File: config.mk
export PLATFORM = sky130hd
export DESIGN_NAME = phase_seq_ctrl_flat
export DESIGN_NICKNAME = d
export VERILOG_FILES = /design/src/rtl/phase_seq_ctrl_pkg.sv /design/src/rtl/phase_seq_ctrl_if.sv /design/src/rtl/phase_seq_ctrl_len_cnt.sv /design/src/rtl/phase_seq_ctrl.sv /design/src/flat_wrapper.sv
export SDC_FILE = /design/constraint.sdc
export NUM_CORES = 1
export LEC_CHECK = 0
export BUFFER_PORTS_ARGS = -buffer_cell sky130_fd_sc_hd__buf_2
export CAP_MARGIN = 25
export CORE_MARGIN = 2
export CORE_UTILIZATION = 35
export DETAILED_ROUTE_END_ITERATION = 10
export PLACE_DENSITY = 0.57
export SETUP_SLACK_MARGIN = 0.3
export SLEW_MARGIN = 20
export SYNTH_ARGS = -nofsm -noshare
export SYNTH_HDL_FRONTEND = slang
export SYNTH_SLANG_ARGS = --single-unit
File: constraint.sdc
create_clock -name clk -period 2.4 [get_ports clk]
set_clock_uncertainty 0.1 [all_clocks]
set_input_delay 0 -clock clk [delete_from_list [all_inputs] [get_ports clk]]
set_output_delay 0 -clock clk [all_outputs]
set_load 0.02 [all_outputs]
File: src/rtl/phase_seq_ctrl_pkg.sv
// Shared definitions for the programmable phase sequencer: phase codes,
// FSM states, config register map and power-up phase lengths.
package phase_pkg;

    typedef enum logic [1:0] {
        S_IDLE = 2'd0,
        S_A    = 2'd1,
        S_B    = 2'd2,
        S_GAP  = 2'd3
    } state_t;

    localparam logic [1:0] PH_IDLE = 2'd0;
    localparam logic [1:0] PH_A    = 2'd1;
    localparam logic [1:0] PH_B    = 2'd2;

    localparam logic [1:0] ADDR_LEN_A    = 2'd0;
    localparam logic [1:0] ADDR_LEN_B    = 2'd1;
    localparam logic [1:0] ADDR_LEN_GAP  = 2'd2;
    localparam logic [1:0] ADDR_NFRAMES  = 2'd3;

    localparam int DEF_LEN_A   = 4;
    localparam int DEF_LEN_B   = 3;
    localparam int DEF_LEN_GAP = 1;

    // GAP shares code 0 with IDLE so downstream logic sees "no phase".
    function automatic logic [1:0] phase_code(input state_t s);
        logic [1:0] c;
        c = PH_IDLE;
        case (s)
            S_A:     c = PH_A;
            S_B:     c = PH_B;
            default: c = PH_IDLE;
        endcase
        return c;
    endfunction

endpackage

File: src/rtl/phase_seq_ctrl_if.sv
// Config/control bus between the control plane and the phase sequencer,
// plus the sequencer's status outputs.
interface phase_seq_ctrl_if #(
    parameter int FW = 8
) ();
    logic          cfg_we;
    logic [1:0]    cfg_addr;
    logic [FW-1:0] cfg_wdata;
    logic          start;
    logic          stop;
    logic [1:0]    phase_o;
    logic          busy;
    logic          frame_tick;
    logic          done;
    logic [FW-1:0] frame_cnt;

    modport master (
        output cfg_we, cfg_addr, cfg_wdata, start, stop,
        input  phase_o, busy, frame_tick, done, frame_cnt
    );

    modport slave (
        input  cfg_we, cfg_addr, cfg_wdata, start, stop,
        output phase_o, busy, frame_tick, done, frame_cnt
    );
endinterface

File: src/rtl/phase_seq_ctrl_len_cnt.sv
// Loadable down-counter timing one phase; reloaded with length-1 on every
// phase change and holding at zero until the next load.
module phase_len_cnt #(
    parameter int CW = 4
) (
    input  logic          clk,
    input  logic          rstb,
    input  logic          load,
    input  logic [CW-1:0] load_val,
    output logic          zero,
    output logic          one
);
    logic [CW-1:0] cnt;

    always_ff @(posedge clk or negedge rstb) begin
        if (!rstb) begin
            cnt <= '0;
        end else if (load) begin
            cnt <= load_val;
        end else if (cnt != '0) begin
            cnt <= cnt - CW'(1);
        end
    end

    assign zero = (cnt == '0);
    assign one  = (cnt == CW'(1));
endmodule

File: src/rtl/phase_seq_ctrl.sv
// Programmable A/B/GAP phase sequencer with shadowed configuration, frame
// counting and a start/stop/done handshake.
module phase_seq_ctrl
    import phase_pkg::*;
#(
    parameter int CW = 4,
    parameter int FW = 8
) (
    input  logic             clk,
    input  logic             rstb,
    phase_seq_ctrl_if.slave  bus
);
    state_t        state, state_nxt;
    logic [CW-1:0] sh_len_a, sh_len_b, sh_len_gap;
    logic [CW-1:0] len_a, len_b, len_gap;
    logic [FW-1:0] sh_nframes, nframes;
    logic          stop_pend;
    logic          cnt_load, cnt_zero, cnt_one;
    logic [CW-1:0] cnt_load_val;
    logic          start_go, frame_end, run_end, tick_nxt;

    // A zero length would make the phase vanish; clamp it to one cycle.
    function automatic logic [CW-1:0] fix_len(input logic [CW-1:0] v);
        return (v == '0) ? CW'(1) : v;
    endfunction

    phase_len_cnt #(.CW(CW)) u_len_cnt (
        .clk      (clk),
        .rstb     (rstb),
        .load     (cnt_load),
        .load_val (cnt_load_val),
        .zero     (cnt_zero),
        .one      (cnt_one)
    );

    assign start_go  = (state == S_IDLE) && bus.start;
    assign frame_end = (state == S_GAP) && cnt_zero;
    // frame_cnt already includes the frame ending now, since it steps with frame_tick.
    assign run_end   = frame_end &&
                       (stop_pend || bus.stop ||
                        ((nframes != '0) && (bus.frame_cnt == nframes)));

    always_ff @(posedge clk or negedge rstb) begin
        if (!rstb) state <= S_IDLE;
        else       state <= state_nxt;
    end

    always_comb begin
        state_nxt    = state;
        cnt_load     = 1'b0;
        cnt_load_val = '0;
        case (state)
            S_IDLE: if (bus.start) begin
                state_nxt    = S_A;
                cnt_load     = 1'b1;
                cnt_load_val = sh_len_a - CW'(1);
            end
            S_A: if (cnt_zero) begin
                state_nxt    = S_B;
                cnt_load     = 1'b1;
                cnt_load_val = len_b - CW'(1);
            end
            S_B: if (cnt_zero) begin
                state_nxt    = S_GAP;
                cnt_load     = 1'b1;
                cnt_load_val = len_gap - CW'(1);
            end
            S_GAP: if (cnt_zero) begin
                if (run_end) begin
                    state_nxt = S_IDLE;
                end else begin
                    state_nxt    = S_A;
                    cnt_load     = 1'b1;
                    cnt_load_val = sh_len_a - CW'(1);
                end
            end
            default: state_nxt = S_IDLE;
        endcase
    end

    // Next cycle is the last GAP cycle: either a 1-cycle GAP starts, or the counter is about to hit 0.
    assign tick_nxt = ((state == S_B) && cnt_zero && (len_gap == CW'(1))) ||
                      ((state == S_GAP) && cnt_one);

    always_ff @(posedge clk or negedge rstb) begin
        if (!rstb) begin
            bus.phase_o    <= PH_IDLE;
            bus.busy       <= 1'b0;
            bus.frame_tick <= 1'b0;
            bus.done       <= 1'b0;
            bus.frame_cnt  <= '0;
        end else begin
            bus.phase_o    <= phase_code(state_nxt);
            bus.busy       <= (state_nxt != S_IDLE);
            bus.frame_tick <= tick_nxt;
            bus.done       <= run_end;
            if (start_go)
                bus.frame_cnt <= '0;
            else if (tick_nxt && (bus.frame_cnt != '1))
                bus.frame_cnt <= bus.frame_cnt + FW'(1);
        end
    end

    // A stop seen together with start still lets exactly one frame run.
    always_ff @(posedge clk or negedge rstb) begin
        if (!rstb)                             stop_pend <= 1'b0;
        else if (start_go)                     stop_pend <= bus.stop;
        else if (run_end)                      stop_pend <= 1'b0;
        else if (state != S_IDLE && bus.stop)  stop_pend <= 1'b1;
    end

    always_ff @(posedge clk or negedge rstb) begin
        if (!rstb) begin
            sh_len_a   <= CW'(DEF_LEN_A);
            sh_len_b   <= CW'(DEF_LEN_B);
            sh_len_gap <= CW'(DEF_LEN_GAP);
            sh_nframes <= '0;
        end else if (bus.cfg_we) begin
            case (bus.cfg_addr)
                ADDR_LEN_A:   sh_len_a   <= fix_len(bus.cfg_wdata[CW-1:0]);
                ADDR_LEN_B:   sh_len_b   <= fix_len(bus.cfg_wdata[CW-1:0]);
                ADDR_LEN_GAP: sh_len_gap <= fix_len(bus.cfg_wdata[CW-1:0]);
                default:      sh_nframes <= bus.cfg_wdata;
            endcase
        end
    end

    // Active settings change only at frame starts so a frame is never altered mid-flight.
    always_ff @(posedge clk or negedge rstb) begin
        if (!rstb) begin
            len_a   <= CW'(DEF_LEN_A);
            len_b   <= CW'(DEF_LEN_B);
            len_gap <= CW'(DEF_LEN_GAP);
            nframes <= '0;
        end else if (start_go || (frame_end && !run_end)) begin
            len_a   <= sh_len_a;
            len_b   <= sh_len_b;
            len_gap <= sh_len_gap;
            nframes <= sh_nframes;
        end
    end

    // len_a is the active copy; the counter loads A straight from the shadow at the frame start.
    logic unused_len_a;
    assign unused_len_a = ^len_a;
endmodule

File: src/flat_wrapper.sv
// flat-port wrapper written by rule: the top's interface ports become plain ports
module phase_seq_ctrl_flat import phase_pkg::*;
#(
    parameter int CW = 4,
    parameter int FW = 8
)
  (clk, rstb, bus_cfg_we, bus_cfg_addr, bus_cfg_wdata, bus_start, bus_stop, bus_phase_o, bus_busy, bus_frame_tick, bus_done, bus_frame_cnt);
  phase_seq_ctrl_if #(.FW(FW)) bus_i ();
  input  logic clk;
  input  logic rstb;
  input wire logic [$bits(bus_i.cfg_we)-1:0] bus_cfg_we;
  input wire logic [$bits(bus_i.cfg_addr)-1:0] bus_cfg_addr;
  input wire logic [$bits(bus_i.cfg_wdata)-1:0] bus_cfg_wdata;
  input wire logic [$bits(bus_i.start)-1:0] bus_start;
  input wire logic [$bits(bus_i.stop)-1:0] bus_stop;
  output wire logic [$bits(bus_i.phase_o)-1:0] bus_phase_o;
  output wire logic [$bits(bus_i.busy)-1:0] bus_busy;
  output wire logic [$bits(bus_i.frame_tick)-1:0] bus_frame_tick;
  output wire logic [$bits(bus_i.done)-1:0] bus_done;
  output wire logic [$bits(bus_i.frame_cnt)-1:0] bus_frame_cnt;
  assign bus_i.cfg_we = bus_cfg_we;
  assign bus_i.cfg_addr = bus_cfg_addr;
  assign bus_i.cfg_wdata = bus_cfg_wdata;
  assign bus_i.start = bus_start;
  assign bus_i.stop = bus_stop;
  assign bus_phase_o = bus_i.phase_o;
  assign bus_busy = bus_i.busy;
  assign bus_frame_tick = bus_i.frame_tick;
  assign bus_done = bus_i.done;
  assign bus_frame_cnt = bus_i.frame_cnt;
  phase_seq_ctrl #(.CW(CW), .FW(FW)) u_core (.clk(clk), .rstb(rstb), .bus(bus_i));
endmodule
==> results of run 1 <==
-- sequential cells by signal, summed over array words and instances, names as in the netlist --
name                   count
u_core.bus.frame_cnt       8
u_core.nframes             8
u_core.sh_nframes          8
u_core.len_b               4
u_core.len_gap             4
u_core.sh_len_a            4
u_core.sh_len_b            4
u_core.sh_len_gap          4
u_core.u_len_cnt.cnt       4
u_core.bus.phase_o         2
u_core.state               2
u_core.bus.busy            1
u_core.bus.done            1
u_core.bus.frame_tick      1
u_core.stop_pend           1
-- report_power, final --
| part | internal [mW] | leakage (nW) | switching, mW | total (mW) |
|---|---|---|---|---|
| registers | 1.27 | 0.672 | 0.268 | 1.54 |
| logic | 1.27 | 1.10 | 1.10 | 2.37 |
| clock network | 0.418 | 0.0654 | 0.321 | 0.738 |
-- cell type report --
class	instances	area share, %
timing repair buffer	91	16.7
tap	105	3.22
inverter	16	1.47
clock inverter	2	1.47
clock buffer	6	1.78
multi-input combinational	184	40.7
sequential	56	34.7
-- stage by stage --
stage               std cells  setup slack, ns  total power [mW]  util, %  hold WS (ns)
floorplan                 261           0.0582              2.79        -        -0.396
global placement          411          -0.0551              3.29     41.1       -0.0912
detailed placement        411          -0.0880              3.34     41.1       -0.0852
CTS                       450            0.272              4.39     47.1       0.00217
global route              460            0.170              4.97     49.6        0.0699
finish                    460            0.205              4.65     49.6        0.0162
-- layer usage --
metal / vias to the layer above / GRT usage (%)
li1: 1139 / -
met1: 1120 / 22.9
met2: 57 / 25.1
met3: 9 / 2.43
met4: 0 / 4.76
met5: - / 0
-- cells by family after synthesis --
kind of cell	count (synthesis)
adders and majority gates	12
buffers and inverters	22
AOI/OAI and AO/OA	51
xor gates and xnor gates	18
muxes	32
DFF	56
and+or+nand+nor	70
-- layout by cell type, fill, tap and decap left out, types with 3 or more instances in the layout --
cell type      netlist  final
dfrtp_1             49     47
buf_4                0     43
buf_2                1     27
dlygate4sd3_1        0     17
mux2_4              10     16
mux2_2              22     16
inv_1               16     13
nand2_1             13     11
nor2_1              11     11
xnor2_1             10     10
ha_1                12      9
xor2_1               8      8
o21ai_0              9      8
nor3_1               8      7
dfstp_2              7      7
a21oi_1             11      6
nand3_1              6      5
clkbuf_8             0      5
a22oi_1              4      4
o31ai_1              5      4
o22ai_1              4      4
inv_2                0      3
nor4_1               3      3
nand4_1              3      3
a21oi_4              1      3
a21oi_2              0      3
and2_1               4      3
buf_6                0      3
-- path summary, 6_finish.rpt --
| check | startpoint | end | slack, ns | depth (start not counted) |
|---|---|---|---|---|
| max | u_core.u_len_cnt.cnt[1]$_DFFE_PN0P_ | u_core.u_len_cnt.cnt[2]$_DFFE_PN0P_ | 0.21 | 9 |
| min | bus_cfg_addr[0] | u_core.sh_len_b[0]$_DFFE_PN1P_ | 0.02 | 3 |
| max reg2reg | u_core.u_len_cnt.cnt[1]$_DFFE_PN0P_ | u_core.u_len_cnt.cnt[2]$_DFFE_PN0P_ | 0.21 | 9 |
| min reg2reg | u_core.sh_len_gap[0]$_DFFE_PN1P_ | u_core.sh_len_gap[0]$_DFFE_PN1P_ | 0.39 | 2 |
| max in group asynchronous | rstb | u_core.sh_len_b[1]$_DFFE_PN1P_ | 1.39 | 3 |
| min in group asynchronous | rstb | u_core.len_gap[3]$_DFFE_PN0P_ | 0.08 | 2 |
-- worst reg2reg max path, delay by kind of cell (launching register included) --
family                   cells  cell delay, ns
adder cells (fa/ha/maj)      1            0.17
AO/OA/AOI/OAI                2            0.28
buffers and inverters        3            0.37
AND/OR/NAND/NOR              3            0.76
flip-flops                   1            0.39
-- repair_timing --
action	CTS	global route
pin swaps	11	12
setup endpoints to repair	30	27
hold buffers	17	0
hold endpoints to repair	45	0
resized for setup	19	30
setup buffers	14	9
cloned	0	1
==> load_flow_metrics.sql, run 1 <==
INSERT INTO impl_metrics (metric_group, metric, value, unit) VALUES
('route', 'met2_wire_length', '3.35', 'mm'),
('logic_synthesis', 'commonest_cells_in_the_synthesized_netlist', '49 x dfrtp_1, 22 x mux2_2, 16 x inv_1', ''),
('setup_path', 'path_cells', 'inv_2, ha_4, nor3b_4, buf_4, a21oi_2, or4b_4, buf_6, o21bai_1, nor3_1', ''),
('logic_synthesis', 'synth_simple_gate_area_share', '13.3', '%'),
('die', 'ios', '28', ''),
('status', 'run_status', 'completed', ''),
('sta', 'slew_violations', '0', ''),
('setup_path', 'critical_path.slowest_cell', 'or4b_4', ''),
('global_route', 'overflow', '0', ''),
('logic_synthesis', 'avgSynthCellArea', '11.3', 'µm²'),
('setup_path', 'critical_path_arrival', '2.28', 'ns'),
('hold_path', 'hold_class', 'input pin to register', ''),
('sta', 'finalSetupViolations', '0', ''),
('pwr', 'worst_ir_drop_vdd', '0.000434', 'V'),
('logic_synthesis', 'synth_top_flop_cell', 'dfrtp_1', ''),
('die', 'die_h', '95.9', 'µm'),
('logic_synthesis', 'synth_seq_area_share', '47.7', '%'),
('die', 'core-area', '8220', 'µm²'),
('setup_path', 'criticalPathCategory', 'register to register', ''),
('cts', 'clock_sinks', '56', ''),
('global_route', 'grt_first_pass_wirelength', '11.3', 'mm'),
('sta', 'final.period_utilization', '91.4', '%'),
('route', 'wire_per_inst', '15.3', 'µm'),
('setup_path', 'cp-end-kind', 'register', ''),
('sta', 'final_hold_viol_count', '0', ''),
('logic_synthesis', 'netlist-cell-type-count', '49', ''),
('logic_synthesis', 'synth-compound-area-share', '11.8', '%'),
('logic_synthesis', 'synth-adder-area-share', '5.08', '%'),
('logic_synthesis', 'post-synth-top-area-fraction', '41.5', '%'),
('setup_path', 'crit_family', 'simple AND/OR/NAND/NOR gates', ''),
('layout', 'finalNetCount', '381', ''),
('logic_synthesis', 'postSynthNetCount', '288', ''),
('route', 'top_layer_used', 'met4', ''),
('setup_path', 'worstSetupStartpointType', 'register', ''),
('setup_path', 'critPathRequiredTime', '2.48', 'ns'),
('route', 'drt_first_pass_iters', '4', ''),
('sta', 'grt_setup_unrepaired', 'yes', ''),
('cts', 'cts_max_level', '2', ''),
('logic_synthesis', 'async_reset_ff_share', '100', '%'),
('layout', 'stdcell_area', '4080', 'µm²'),
('route', 'm1WireLength', '3.30', 'mm'),
('logic_synthesis', 'count_of_warnings_emitted_by_yosys', '0', ''),
('die', 'start_util', '36.0', '%'),
('cts', 'cts_tree', 'built', ''),
('logic_synthesis', 'synth.largest_area_cell', 'dfrtp_1', ''),
('global_route', 'grt_use_total', '16.0', '%'),
('placed_design', 'place_hpwl', '4.78', 'mm'),
('route', 'drc', '0', ''),
('logic_synthesis', 'largest_family_of_logic_cells_by_synthesized_area', 'multiplexers', ''),
('logic_synthesis', 'synth_mux_area_share', '13.5', '%'),
('setup_path', 'critPathBufInv', '3', ''),
('route', 'met3RoutedLength', '294', 'µm'),
('layout', 'area.growth.synth_to_final', '38.0', '%'),
('layout', 'final-seq-area', '1410', 'µm²'),
('route', 'drt_wl_total', '7.03', 'mm'),
('global_route', 'antenna_found_initial', '0', ''),
('sta', 'min_period', '2.19', 'ns'),
('die', 'die_span_in_x', '95.9', 'µm'),
('layout', 'post_route_cells_drive_above_1_share', '44.8', '%'),
('setup_path', 'slowest_delay', '0.52', 'ns'),
('sta', 'fmax', '456', 'MHz'),
('pwr', 'power_density_of_the_placed_cells', '1140', 'nW/µm²'),
('die', 'die-area', '9190', 'µm²'),
('setup_path', 'worst-path-max-fanout', '4', ''),
('logic_synthesis', 'syn-instance-count', '261', ''),
('sta', 'slew_headroom', '60.3', '%'),
('placed_design', 'gp_routability_congestion', '0.867', ''),
('cts', 'clock_latency_late_sink', '0.32', 'ns'),
('route', 'detailedRoute.firstIterationViolations', '95', ''),
('die', 'rows', '33', ''),
('layout', 'layout.filler_cells', '752', '');
No activity file was read; power rests on OpenSTA's default activity.
==> inputs of run 2 (changes only) <==
Settings changed: CORE_UTILIZATION 35 to 40, PLACE_DENSITY 0.57 to 0.63.
==> load_flow_metrics.sql, run 2 (same netlist as run 1, synthesis figures left out) <==
INSERT INTO impl_metrics (metric_group, metric, value, unit) VALUES
('hold_path', 'hold-path-endpoint', 'u_core.sh_len_b[0]$_DFFE_PN1P_', ''),
('route', 'wire_per_inst', '15.3', 'µm'),
('route', 'vias_per_cell', '5.19', ''),
('die', 'ios', '28', ''),
('sta', 'slew_violations', '0', ''),
('setup_path', 'rr_endpoint', 'u_core.u_len_cnt.cnt[1]$_DFFE_PN0P_', ''),
('layout', 'stdcell_area', '3890', 'µm²'),
('cts', 'root_buffer', 'clkbuf_8', ''),
('layout', 'finalNetCount', '370', ''),
('layout', 'area.growth.synth_to_final', '31.7', '%'),
('sta', 'final_hold_viol_count', '0', ''),
('hold_path', 'min_delay_path_depth', '3', ''),
('die', 'die_h', '89.9', 'µm'),
('layout', 'post_route_cells_drive_above_1_share', '43.0', '%'),
('die', 'start_util', '40.9', '%'),
('layout', 'biggestRegsByFlops', 'u_core.bus.frame_cnt x8, u_core.nframes x8, u_core.sh_nframes x8', ''),
('hold_path', 'hold_class', 'input pin to register', ''),
('layout', 'diodes', '0', ''),
('route', 'drc', '0', ''),
('global_route', 'largest_net_degree_at_the_start_of_global_routing', '33', ''),
('sta', 'final.period_utilization', '88.1', '%'),
('pwr', 'power_leakage', '1.75', 'nW'),
('placed_design', 'place_hpwl', '4.58', 'mm'),
('sta', 'slew_headroom', '49.5', '%'),
('setup_path', 'worst_r2r_startpoint', 'u_core.bus.frame_cnt[6]$_DFFE_PN0P_', ''),
('layout', 'final-seq-area', '1410', 'µm²'),
('die', 'rows', '31', ''),
('cts', 'clock_latency_late_sink', '0.32', 'ns'),
('setup_path', 'worstSetupStartpointType', 'register', ''),
('cts', 'worst_setup_hold_path_clk_slew', '0.10', 'ns'),
('setup_path', 'reg2regPathDepth', '6', ''),
('global_route', 'grt_use_total', '17.1', '%'),
('placed_design', 'postPlaceCellArea', '3340', 'µm²'),
('route', 'dr_total_vias', '2301', ''),
('cts', 'cts.path.max_buffers', '2', ''),
('sta', 'grt_setup_unrepaired', 'yes', ''),
('setup_path', 'critPathRequiredTime', '2.53', 'ns'),
('layout', 'multi_input_comb_area', '1610', 'µm²'),
('cts', 'cts_max_level', '2', ''),
('global_route', 'antenna_found_initial', '0', ''),
('setup_path', 'slowest_delay', '0.51', 'ns'),
('pwr', 'power_density_of_the_placed_cells', '1110', 'nW/µm²'),
('sta', 'fmax', '473', 'MHz'),
('die', 'die_span_in_x', '89.9', 'µm'),
('pwr', 'worst_ir_drop_vdd', '0.000493', 'V'),
('route', 'detailedRoute.firstIterationViolations', '121', ''),
('sta', 'min_period', '2.11', 'ns'),
('setup_path', 'critical_path_arrival', '2.24', 'ns'),
('layout', 'most-common-layout-cells', '47 x dfrtp_1, 35 x buf_4, 27 x buf_2', ''),
('sta', 'finalSetupViolations', '0', ''),
('pwr', 'p_total', '4.30', 'mW'),
('cts', 'clock_sinks', '56', ''),
('global_route', 'grt_pass1_vias', '2313', ''),
('placed_design', 'gp_routability_congestion', '0.872', ''),
('setup_path', 'critPathBufInv', '1', ''),
('run', 'max_cap_viol_count', '0', ''),
('setup_path', 'worst-path-max-fanout', '3', ''),
('route', 'drt_wl_total', '6.76', 'mm'),
('cts', 'cts_tree', 'built', ''),
('hold_path', 'min-delay-start', 'bus_cfg_addr[1]', ''),
('setup_path', 'criticalPathCategory', 'register to register', ''),
('route', 'drt_first_pass_iters', '4', ''),
('global_route', 'grt_first_pass_wirelength', '11.3', 'mm'),
('setup_path', 'path_cells', 'xor2_1, a211o_1, buf_6, or4b_4, and2_4, o32ai_2', ''),
('status', 'run_status', 'completed', ''),
('layout', 'fin_util', '53.9', '%'),
('layout', 'layout.filler_cells', '658', ''),
('placed_design', 'port_buf_inserts', '27', ''),
('setup_path', 'cp_num_cells', '6', ''),
('setup_path', 'crit_family', 'simple AND/OR/NAND/NOR gates', ''),
('setup_path', 'critical_path.slowest_cell', 'or4b_4', ''),
('setup_path', 'ff2ff_setup_slack', '0.29', 'ns'),
('setup_path', 'cp-end-kind', 'register', ''),
('route', 'antenna_left', '0', ''),
('die', 'die-area', '8090', 'µm²'),
('die', 'core-area', '7210', 'µm²'),
('cts', 'cts-buffers-inserted', '5', ''),
('layout', 'layout.cells.most_common', 'dfrtp_1', ''),
('sta', 'worstMarginPinSlew', '0.758', 'ns'),
('global_route', 'overflow', '0', '');
run 2: timing repair:
item,4_1_cts,5_1_grt
cloned,0,1
hold endpoints to repair,49,0
pin swaps,8,7
hold buffers,14,0
gates resized for setup,21,18
setup buffers,16,3
endpoints found under the setup margin,30,24
run 2: through the flow:
stage / instances / hold WS (ns) / TNS (ns) / worst slack (ns)
floorplan: 261 / -0.396 / 0 / 0.0582
global placement: 401 / -0.000937 / -0.235 / -0.0458
detailed placement: 401 / 0.00232 / -0.486 / -0.0706
CTS: 439 / 0.00109 / 0 / 0.302
global route: 443 / 0.0377 / 0 / 0.215
finish: 443 / 0.000531 / 0 / 0.285
run 2: report_power, final:
part           switching [mW]  internal, mW
clock                   0.334         0.216
combinational            1.03          1.18
sequential              0.268          1.27
total                    1.63          2.67
run 2: worst register-to-register path, stage by stage (launching register included):
cell and delay (ns):
dfrtp_2 0.43, xor2_1 0.14, a211o_1 0.30, buf_6 0.13, or4b_4 0.51, and2_4 0.17, o32ai_2 0.25
run 2: worst max-delay path by stage:
stage / end / from / slack (ns)
6_report: u_core.u_len_cnt.cnt[1]$_DFFE_PN0P_ / u_core.bus.frame_cnt[6]$_DFFE_PN0P_ / 0.29
5_1_grt: u_core.u_len_cnt.cnt[2]$_DFFE_PN0P_ / u_core.state[1]$_DFF_PN0_ / 0.21
4_1_cts: u_core.u_len_cnt.cnt[1]$_DFFE_PN0P_ / u_core.nframes[6]$_DFFE_PN0P_ / 0.30
3_5_place_dp: u_core.u_len_cnt.cnt[2]$_DFFE_PN0P_ / u_core.u_len_cnt.cnt[0]$_DFFE_PN0P_ / -0.07
3_3_place_gp: u_core.len_gap[1]$_DFFE_PN0P_ / u_core.nframes[6]$_DFFE_PN0P_ / -0.05
2_1_floorplan: u_core.len_b[3]$_DFFE_PN0P_ / u_core.bus.frame_cnt[6]$_DFFE_PN0P_ / 0.06
run 2: layout make-up:
| class | instances | share of cell area (%) |
|---|---|---|
| clock buffers | 5 | 1.77 |
| repair buffers | 80 | 15.3 |
| inverters | 16 | 1.54 |
| well taps | 99 | 3.18 |
| flip-flops and latches | 56 | 36.3 |
| clock inverters | 3 | 0.643 |
| multi-input cells | 184 | 41.3 |
run 2: layer usage:
layer / up-vias / share of wire, % / track usage, %
met3: 5 / 3.2 / 3.02
met5: - / 0 / 0
met4: 0 / 1.1 / 5.26
met1: 1130 / 46 / 23.7
met2: 49 / 50 / 27.6
li1: 1117 / - / -
